File: src/rtl/serial_add_ctrl.sv
// serial_add_ctrl: LSB-first bit-serial adder sequencer driving an external 1-bit full adder
module serial_add_ctrl #(
    parameter int WIDTH = 8
) (
    input  logic             clk,
    input  logic             rst_n,
    input  logic             start,
    input  logic [WIDTH-1:0] a,
    input  logic [WIDTH-1:0] b,
    input  logic             cin,
    output logic             fa_a,
    output logic             fa_b,
    output logic             fa_cin,
    input  logic             fa_s,
    input  logic             fa_cout,
    output logic             busy,
    output logic             done,
    output logic [WIDTH-1:0] sum,
    output logic             cout,
    output logic             ovf
);
    localparam int CW = $clog2(WIDTH);
    typedef enum logic [1:0] {IDLE = 2'd0, RUN = 2'd1, DONE = 2'd2} state_t;
    state_t state, state_nxt;
    logic [WIDTH-1:0] a_sh, b_sh, s_sh;
    logic carry_q;
    logic [CW-1:0] cnt;
    logic last;
    assign last = cnt == CW'(WIDTH - 1);
    // state register
    always_ff @(posedge clk or negedge rst_n) begin
        if (!rst_n) state <= IDLE;
        else state <= state_nxt;
    end
    // next-state: start only honoured in IDLE, DONE always lasts one cycle
    always_comb begin
        state_nxt = state;
        if (state == IDLE && start) state_nxt = RUN;
        else if (state == RUN && last) state_nxt = DONE;
        else if (state == DONE) state_nxt = IDLE;
    end
    // outputs decoded from state; adder inputs are quiet outside RUN
    always_comb begin
        busy   = state == RUN || state == DONE;
        done   = state == DONE;
        fa_a   = state == RUN ? a_sh[0] : 1'b0;
        fa_b   = state == RUN ? b_sh[0] : 1'b0;
        fa_cin = state == RUN ? carry_q : 1'b0;
    end
    // datapath: load on accepted start, one bit per RUN edge, publish result on the last bit
    always_ff @(posedge clk or negedge rst_n) begin
        if (!rst_n) begin
            a_sh    <= '0;
            b_sh    <= '0;
            s_sh    <= '0;
            carry_q <= 1'b0;
            cnt     <= '0;
            sum     <= '0;
            cout    <= 1'b0;
            ovf     <= 1'b0;
        end else if (state == IDLE && start) begin
            a_sh    <= a;
            b_sh    <= b;
            s_sh    <= '0;
            carry_q <= cin;
            cnt     <= '0;
        end else if (state == RUN) begin
            a_sh    <= a_sh >> 1;
            b_sh    <= b_sh >> 1;
            s_sh    <= {fa_s, s_sh[WIDTH-1:1]};
            carry_q <= fa_cout;
            if (!last) cnt <= cnt + 1'b1;
            if (last) begin
                sum  <= {fa_s, s_sh[WIDTH-1:1]};
                cout <= fa_cout;
                ovf  <= (fa_a == fa_b) && (fa_s != fa_a);
            end
        end
    end
endmodule

File: config.mk
export PLATFORM = sky130hd
export DESIGN_NAME = serial_add_ctrl
export DESIGN_NICKNAME = d
export VERILOG_FILES = /design/src/rtl/serial_add_ctrl.sv
export SDC_FILE = /design/constraint.sdc
export NUM_CORES = 1
export LEC_CHECK = 0
export ABC_AREA = 1
export BUFFER_PORTS_ARGS = -buffer_cell sky130_fd_sc_hd__clkbuf_2
export CAP_MARGIN = 15
export CORE_ASPECT_RATIO = 1.5
export CORE_UTILIZATION = 40
export CTS_CLUSTER_SIZE = 14
export DETAILED_ROUTE_END_ITERATION = 8
export PLACE_DENSITY_LB_ADDON = 0.12
export SYNTH_ARGS = -nofsm -noshare
export SYNTH_HDL_FRONTEND = slang
export SYNTH_SLANG_ARGS = --single-unit
File: constraint.sdc
create_clock -name clk -period 2.71 [get_ports clk]
set_input_delay 0.1355 -clock clk [delete_from_list [all_inputs] [get_ports clk]]
set_output_delay 0.1355 -clock clk [all_outputs]
set_load 0.005 [all_outputs]
==> results.md, run 1 <==
* Status: complete, but fails checks
* Failing checks: negative hold slack
* Pint at 0.001454 W
* Syn_nets at 219
* Diode count at 0
* Pin count of the biggest net entering global routing at 40
* Max_cap viols at 0
* Syn Area/Cell at 9.000 sq um
* Worst setup SP type: register
* Sink Count at 39
* Post-route clock skew at 0.007214 ns
* Gpl congestion at 0.7267
* Worst setup margin at 1.057 ns
* Worst EP required at 2.57 ns
* Yosys warnings at 0
* Switching Fraction at 36.44%
* Post-DP HPWL at 2206 um
* CTS Buffer Depth at 2
* Die area at 4592 sq um
* Crit-path max FO at 8
* Worst path most repeated cell: inv_1
* Vias/cell at 4.783
* Clock root cell: clkbuf_8
* # H-tree levels at 2
* Share of layout cells above drive strength 1 at 22.94%
* Tmin final at 1.653 ns
* Die width at between 50 and 60 um
* Initial Util at 42.89%
* RSZ-0062 raised after global routing: false
* Mapped Cells at 192
* Finish-stage setup viols at 0
* Final Max Tran Viols at 0
* # DRC at 0
* GRT overflow at 0
* Net Switching at 0.0008339 W
* Area of the core at about 4000 sq um
* Fin crit share at 61.00%
* DP Area at 1908 sq um
* Register area share after synthesis at 56.48%
* Worst EP arrival at approximately 1.5 ns
* Static Leak at 1.116 nW
* Vias in the first global route at 1251
* Total GRT Usage at 16.01%
* Syn Std Cell Area at about 1700 sq um
* Post-CTS Resized at 0
* Seq pwr share at 41.7%
* # IOs at 37
* Pre-antenna DRT Iters at 4
* WL final at between 3000 and 4000 um
* Buffers added on ports at 36
* Initial antenna violation count at 0
* Synth unique cells at 15
* Cell chain of the critical path: inv_1, ha_1, nand2_1, inv_1, clkbuf_2
* Die Y-Extent at 82.50 um
* WHS at -0.01348 ns
* Cell area after layout at 2026 sq um
* DP Worst Slack at 1.198 ns
* Class of the worst hold path: in2async
* Final hold viol count at 13
* Skew-Pair Late Insertion Delay at 0.29 ns
* Critical path class: reg2out
* Routed vias at 1320
* Most common cell after layout, fill and taps aside: nand2_1
* CP endpoint kind: output port
* Nets at 257
* Setup TNS at 0 ns
* Clock Power Share at about 22%
* Highest-delay cell along the critical path: ha_1
* Number of setup buffers added after CTS at 0
* # rows at 28
* First-pass GRT wire length at between 5000 and 6000 um
* Crit-path max cell delay at 0.43 ns
* Area growth from synthesis to layout at 17.23%
* DRT antenna net count at 0
* Starting DRT DRC Count at 46
* Peak Freq at 605.0 MHz
* Leading cell types in the layout, fill and taps excluded: nand2_1 (80), dfrtp_1 (39), clkbuf_2 (36)
* TritonCTS clock tree: yes
* Post-DR wirelength/cell at 11.22 um
* Pwr/cell area at about 1100 nW/um^2
* CTS buffer count at 5
* Cts hold-fix bufs at 0
* Relative slew slack at between 30% and 40%
* Comb power frac at 36.7%
* Post-synthesis register bit count at 39
* Worst-Margin Slew at between 0.9 and 1 ns
* Worst Reg2Reg Path Length in Cells at 6
* Worst VDD drop at 642.9 uV
* Clock-pin slew on the worst setup and hold paths at 0.08 ns
* Filler cells at between 300 and 400
[power by group through the flow]
stage                     registers [W]  logic [W]  clock network [W]
final                          0.000953   0.000839           0.000496
after global routing           0.000991   0.000975           0.000534
after CTS                      0.000957   0.000861           0.000518
after detailed placement       0.000966   0.000860                  0
after global placement         0.000963   0.000850                  0
after floorplan                0.000951   0.000660                  0
[synth_stat cells, drive strengths merged]
cell type | count | area share [%]
nand2 | 84 | 20
dfrtp | 39 | 56
inv | 20 | 4.6
nand3 | 20 | 6.5
o21ai | 9 | 2.6
o22ai | 7 | 2.5
buf | 5 | 3.3
ha | 5 | 3.6
nor2 | 3 | 0.65
[kinds of logic (layout without fill, tap and decap cells)]
| kind of cell | count (synthesis) | count (layout) | synth area share [%] |
|---|---|---|---|
| and+or+nand+nor | 107 | 107 | 26.86 |
| DFF | 39 | 39 | 56.48 |
| buffers and inverters | 25 | 64 | 7.893 |
| AOI/OAI and AO/OA | 16 | 16 | 5.141 |
| adders and majority gates | 5 | 5 | 3.621 |
[per-stage QoR]
step	std cells	total power [W]	utilization, %
global placement	268	0.001813	47.36
CTS	276	0.002336	50.28
detailed placement	268	0.001827	47.36
finish	276	0.002288	50.28
global route	276	0.002501	50.28
floorplan	192	0.001611	-
[layout make-up]
cell class	instances	area [sq um]	area share [%]
well taps	45	56.30	2.779
repair buffers	36	180.2	8.894
clock buffers	6	82.58	4.077
multi-input cells	128	615.6	30.39
inverters	20	80.08	3.953
clock inverters	2	35.03	1.729
flip-flops and latches	39	975.9	48.18
[worst max-delay path: cells and delay by family (launching register included)]
kind / cells / cell delay, ns
flip-flops: 1 / 0.40
buffers and inverters: 3 / 0.27
AND/OR/NAND/NOR: 1 / 0.14
adder cells (fa/ha/maj): 1 / 0.43
[path summary, 6_finish.rpt]
| path | start | end | slack [ns] |
|---|---|---|---|
| worst max-delay path | state[1] | fa_b | 1.06 |
| worst min-delay path | rst_n | sum[0] | -0.01 |
| worst max register to register | state[1] | b_sh[0] | 1.20 |
| worst min register to register | b_sh[7] | b_sh[7] | 0.48 |
| max in group asynchronous | rst_n | s_sh[7] | 2.11 |
| min in group clk | b[7] | b_sh[7] | 0.04 |
[routing by layer]
metal | vias up | global-route usage [%] | part of all wire (%)
met1 | 601 | 17.72 | 47
met4 | 0 | 9.000 | 1.4
li1 | 677 | - | -
met5 | - | 0 | 0
met3 | 4 | 4.206 | 4.6
met2 | 38 | 28.07 | 47
[state kept, by name (all words and copies together) (netlist names)]
signal and flops:
a_sh 8, b_sh 8, carry_q 1, cnt 3, cout 1, ovf 1
s_sh 7, state 2, sum 8
No activity file was read; power rests on OpenSTA's default activity.
==> inputs of run 2 (changes only) <==
Clock period 2.71 ns to 1.6 ns, I/O delays scaled along.
==> results.md, run 2 (synthesized netlist as in run 1, its figures left out) <==
* Status: complete, no violations
* Starting DRT DRC Count at 63 (+37%)
* Final Max Tran Viols at 0 (unchanged)
* Pre-antenna DRT Iters at 4 (unchanged)
* Routed vias at 1381 (+4.6%)
* Worst R2R Start: state[0]
* Worst Reg2Reg Path Length in Cells at 7 (+1)
* Pint at 0.002380 W (+64%)
* Most common cell after layout, fill and taps aside: nand2_1
* Largest regs: a_sh x8, b_sh x8, sum x8
* DP Worst Slack at 0.1734 ns (-1.025 ns)
* Net Switching at 0.001421 W (+70%)
* Post-route clock skew at 0.004374 ns (-0.002840 ns)
* Vias in the first global route at 1388 (+11%)
* Initial antenna violation count at 0 (unchanged)
* GRT overflow at 0 (unchanged)
* Cts hold-fix bufs at 10 (+10)
* CP endpoint: fa_a
* Relative slew slack at 67.43% (+32 points)
* RSZ-0062 raised after global routing: false
* # IOs at 37 (unchanged)
* Reg2reg end: cnt[0]
* Die width at 55.67 um (unchanged)
* Pin count of the biggest net entering global routing at 40 (unchanged)
* Tmin final at 1.437 ns
* Diode count at 0 (unchanged)
* CTS buffer count at 5 (unchanged)
* Max_cap viols at 0 (unchanged)
* Tot Pwr at 0.003801 W (+66%)
* Pwr/cell area at 1790 nW/um^2 (+58%)
* Number of setup buffers added after CTS at 0 (unchanged)
* WL final at 3210 um (+3.6%)
* Hold Path Stages at 3
* Buffers added on ports at 36 (unchanged)
* Worst EP arrival at 1.36 ns (-0.16 ns)
* Worst setup margin at 0.1635 ns (-0.8935 ns)
* CP endpoint kind: output port
* Initial Util at 42.89% (unchanged)
* Post-DP HPWL at 2268 um (+2.8%)
* Clock-pin slew on the worst setup and hold paths at 0.07 ns (about the same)
* Leading cell types in the layout, fill and taps excluded: nand2_1 (80), dfrtp_1 (39), clkbuf_2 (36)
* Setup crit start: state[1]
* Gpl congestion at 0.7448 (+2.5%)
* Worst setup SP type: register
* Final core occ at 52.70% (+2.4 points)
* # H-tree levels at 2 (unchanged)
* # rows at 28 (unchanged)
* Share of layout cells above drive strength 1 at 22.22% (-0.72 points)
* Clock root cell: clkbuf_8
* Worst EP required at 1.52 ns (-1.05 ns)
* Area growth from synthesis to layout at 22.88%
* Switching Fraction at 37.39% (+0.95 points)
* Static Leak at 1.158 nW (+3.7%)
* Worst-Margin Slew at 0.4885 ns (-0.4795 ns)
* Setup TNS at 0 ns (unchanged)
* WHS at 0.01012 ns (+0.02360 ns)
* R2R Setup Slk at 0.19 ns (-1.01 ns)
* Skew-Pair Late Insertion Delay at 0.29 ns (about the same)
* Area of the core at 4029 sq um (unchanged)
* Fin crit share at 89.78%
* # DRC at 0 (unchanged)
* Die Y-Extent at 82.50 um (unchanged)
* Nets at 269 (+4.7%)
* Final hold viol count at 0 (-13)
* Class of the worst hold path: in2reg
* Total GRT Usage at 16.54% (+0.54 points)
* Sink Count at 39 (unchanged)
* DRT antenna net count at 0 (unchanged)
* Comb power frac at 38.5% (+1.8 points)
* Die area at 4592 sq um (unchanged)
* Post-CTS Resized at 0 (unchanged)
* Worst VDD drop at 1260 uV (+96%)
* TritonCTS clock tree: yes
* First-pass GRT wire length at 5747 um (+3.0%)
* Seq pwr share at 42.4% (+0.7 points)
* Peak Freq at 696.1 MHz
* Critical path class: reg2out
* Clock Power Share at 19.1% (-2.6 points)
* Vias/cell at 4.795 (+0.26%)
* Crit-path max FO at 8 (unchanged)
* CTS Buffer Depth at 2 (unchanged)
* Finish-stage setup viols at 0 (unchanged)
* Post-DR wirelength/cell at 11.15 um (-0.70%)
-- run 2: cell types whose count changed in the layout (fill, tap and decap cells not counted), sizes merged --
| cell | change |
|---|---|
| dlygate4sd3 | +10 |
| buf | +2 |
| clkbuf | +2 |
| bufinv | -1 |
| clkinv | -1 |
-- run 2: worst min path at each step --
stage                     startpoint  slack, ns      end
after global routing            b[0]      0.008  b_sh[0]
after detailed placement       rst_n       0.17   sum[0]
after floorplan                rst_n      -0.22  a_sh[0]
after CTS                       b[4]      0.001  b_sh[4]
after global placement         rst_n       0.17   sum[0]
final                           b[3]       0.01  b_sh[3]
-- run 2: critical path: stages, from the launching register on --
cell,delay [ns]
dfrtp_1,0.40
inv_1,0.08
ha_1,0.14
buf_4,0.18
nand2_1,0.06
inv_1,0.08
clkbuf_2,0.11
-- run 2: area by class of cell --
class	count	area [sq um]
multi-input combinational	128	615.6
inverter	20	80.08
clock buffer	8	100.1
tap	45	56.30
timing repair buffer	48	295.3
fill	400	1906
sequential	39	975.9
-- run 2: power by group through the flow --
stage | registers [W] | logic (W) | clock network [W]
6_report | 0.00161 | 0.00146 | 0.000725
5_1_grt | 0.00167 | 0.00171 | 0.000778
3_3_place_gp | 0.00162 | 0.00148 | 0
2_1_floorplan | 0.00161 | 0.00112 | 0
3_5_place_dp | 0.00164 | 0.00149 | 0
4_1_cts | 0.00162 | 0.00151 | 0.000746
-- run 2: metal layers --
layer | up-vias | GRT usage (%) | wire (um)
met3 | 6 | 4.517 | 136
met2 | 33 | 30.12 | 1588
li1 | 704 | - | -
met1 | 638 | 17.40 | 1414
met4 | 0 | 9.000 | 70
met5 | - | 0 | 0
-- run 2: through the flow --
stage          instance area, sq um  std cells
2_1_floorplan                  1728        192
3_3_place_gp                   1923        270
3_5_place_dp                   1923        270
4_1_cts                        2123        288
5_1_grt                        2123        288
6_report                       2123        288
==> inputs of run 3 (changes only) <==
Settings changed: ABC_AREA 1 to 0.
==> results.md, run 3 <==
* Status: complete, no violations
* Relative slew slack at 66.98% (-0.45 points)
* Worst VDD drop at 1120 uV (-11%)
* Pwr/cell area at 1735 nW/um^2 (-3.1%)
* Comb power frac at 40.0% (+1.5 points)
* Post-DR wirelength/cell at 13.47 um (+21%)
* Diode count at 0 (unchanged)
* Final hold viol count at 0 (unchanged)
* Critical path class: reg2reg
* Initial antenna violation count at 0 (unchanged)
* Leading cell types in the layout, fill and taps excluded: dfrtp_1 (39), clkbuf_2 (36), mux2i_1 (24)
* Setup TNS at 0 ns (unchanged)
* Syn Std Cell Area at 1784 sq um (+3.3%)
* Die width at 56.53 um (+1.6%)
* Highest-delay cell along the critical path: dfrtp_1
* Placed cells at 229 (-15%)
* Skew-Pair Late Insertion Delay at 0.28 ns (about the same)
* Starting DRT DRC Count at 27 (-57%)
* CTS Buffer Depth at 2 (unchanged)
* DRT antenna net count at 0 (unchanged)
* Top cell type's share of synthesized area at 54.70% (-1.8 points)
* Net Switching at 0.001282 W (-9.8%)
* Filler cells at 380 (-5.0%)
* Register area share after synthesis at 54.70% (-1.8 points)
* Pre-antenna DRT Iters at 4 (unchanged)
* Gpl congestion at 0.6593 (-11%)
* # IOs at 37 (unchanged)
* Initial Util at 42.03% (-0.86 points)
* Total GRT Usage at 15.13% (-1.4 points)
* Most common cell in the netlist: dfrtp_1
* Synth unique cells at 24 (+9)
* Pint at 0.002533 W (+6.4%)
* Clock Power Share at 17.0% (-2.1 points)
* Tmin final at 1.516 ns (+0.07917 ns)
* Crit-path max FO at 10 (+2)
* # DRC at 0 (unchanged)
* TritonCTS clock tree: yes
* Non-Filler Instances at 249 (-14%)
* Worst EP required at 1.77 ns (+0.25 ns)
* Mapped Cells at 150 (-22%)
* Syn_nets at 177 (-19%)
* Seq pwr share at 43.0% (+0.6 points)
* Vias/cell at 4.811 (+0.34%)
* Yosys top cell by area: dfrtp_1
* Static Leak at 1.148 nW (-0.82%)
* Predominant post-synthesis flop cell: dfrtp_1
* CP endpoint kind: register
* Largest regs: a_sh x8, b_sh x8, sum x8
* RSZ-0062 raised after global routing: false
* Post-DP HPWL at 2357 um (+3.9%)
* Class of the worst hold path: in2reg
* Nets at 230 (-14%)
* Worst setup SP type: register
* Finish-stage setup viols at 0 (unchanged)
* Sink Count at 39 (unchanged)
* Syn Area/Cell at 11.89 sq um (+32%)
* Post-synth EDFFs at 0 (unchanged)
* GRT overflow at 0 (unchanged)
* Post-synthesis register bit count at 39 (unchanged)
* Area contributors post-synth: dfrtp_1 (55%), mux2i_1 (13%), mux2_2 (5.7%)
* Die Y-Extent at 83.80 um (+1.6%)
* Area growth from synthesis to layout at 23.21%
* Area of the core at 4245 sq um (+5.4%)
* FFs w/ async S/R, synth at 100.0% (unchanged)
* Crit-path max cell delay at 0.38 ns (-0.02 ns)
* Cell chain of the critical path: inv_1, ha_1, and2_4, nor2_8, mux2_2
* # rows at 29 (+3.6%)
* First-pass GRT wire length at 5582 um (-2.9%)
* Share of layout cells above drive strength 1 at 32.02% (+9.8 points)
* Clock-pin slew on the worst setup and hold paths at 0.07 ns (about the same)
* Routed vias at 1198 (-13%)
* Yosys warnings at 0 (unchanged)
* Post-route clock skew at 0.004937 ns (+0.0005626 ns)
* Final Max Tran Viols at 0 (unchanged)
* Vias in the first global route at 1295 (-6.7%)
* Commonest cells in the netlist: dfrtp_1 (39), mux2i_1 (24), nand2_1 (19)
* WL final at 3353 um (+4.5%)
* Buffers added on ports at 36 (unchanged)
* Max_cap viols at 0 (unchanged)
* Worst EP arrival at 1.69 ns (+0.33 ns)
* Switching Fraction at 33.60% (-3.8 points)
* CTS buffer count at 5 (unchanged)
* Clock root cell: clkbuf_8
* # H-tree levels at 2 (unchanged)
* Pin count of the biggest net entering global routing at 40 (unchanged)
* Most common cell after layout, fill and taps aside: dfrtp_1
* Worst-Margin Slew at 0.4953 ns (+0.006747 ns)
* R2R Setup Slk at 0.08 ns (-0.11 ns)
* Fin crit share at 94.73% (+4.9 points)
* Die area at 4737 sq um (+3.2%)
* Peak Freq at 659.8 MHz (-5.2%)
run 3: changes by cell type after synthesis, moves of 7 or more:
cell / previous run / this run
inv_1: 16 / 4
nor2_1: 3 / 10
nand3_1: 19 / 0
mux2_2: 0 / 9
nand2_1: 80 / 19
o21ai_0: 1 / 8
o22ai_1: 7 / 0
mux2i_1: 0 / 24
run 3: power by group through the flow:
stage          clock network [W]  registers [W]  logic, W
3_3_place_gp                   0        0.00164   0.00140
4_1_cts                 0.000692        0.00164   0.00156
3_5_place_dp                   0        0.00166   0.00146
2_1_floorplan                  0        0.00160   0.00115
6_report                0.000648        0.00164   0.00153
5_1_grt                 0.000714        0.00169   0.00172
run 3: worst max-delay path, delay by kind of cell, from the launching register on:
kind / cells / cell delay [ns]
mux: 1 / 0.36
buf+inv: 1 / 0.08
fa+ha+maj: 1 / 0.20
simple gates: 2 / 0.39
flops: 1 / 0.38
run 3: repair_timing:
item / in CTS / in global routing
endpoints found under the setup margin: 2 / 5
endpoints found under the hold margin: 48 / 0
setup buffers: 3 / 0
hold buffers: 10 / 0
cloned: 0 / 0
gates resized for setup: 1 / 1
run 3: final timing paths:
kind,from,to,depth (start not counted)
min in group asynchronous,rst_n,b_sh[4],3
worst min register to register,sum[4],sum[4],1
worst max register to register,state[0],sum[0],5
worst min-delay path,a[4],a_sh[4],3
worst max-delay path,state[0],sum[0],5
max in group asynchronous,rst_n,carry_q,3
run 3: cell type report:
class,count,area [sq um],share of cell area (%)
clock buffers,6,82.58,3.756
clock inverters,1,5.005,0.2277
inverters,4,15.01,0.6830
multi-input cells,99,718.2,32.67
flip-flops and latches,39,975.9,44.39
well taps,46,57.56,2.618
repair buffers,54,344.1,15.65
run 3: cells by family (layout without fill, tap and decap cells):
logic type | after synthesis | in the layout | synth area share, %
fa+ha+maj | 5 | 5 | 3.506
compound gates | 22 | 22 | 6.802
buf+inv | 12 | 65 | 5.188
mux | 33 | 33 | 19.14
flops | 39 | 39 | 54.70
xor+xnor | 1 | 1 | 0.4910
simple gates | 38 | 38 | 10.17
run 3: through the flow:
step                      setup WS (ns)  util, %  area [sq um]  hold slack [ns]  power (W)
final                           0.08428    51.78          2198          0.01017   0.003815
after global routing            0.02686    51.78          2198          0.01191   0.004117
after CTS                       0.06136    51.72          2196        0.0004028   0.003901
after detailed placement        0.06606    46.68          1982           0.1667   0.003123
after global placement          0.08297    46.68          1982           0.1550   0.003044
after floorplan                  0.2130        -          1784          -0.2156   0.002750
run 3: per-layer routing:
metal  vias to the layer above  global-route usage, %  wire length, um
li1                        608                      -                -
met1                       558                  16.75             1402
met2                        28                  26.95             1753
met3                         4                  4.341              165
met4                         0                  5.322               32
met5                         -                      0                0
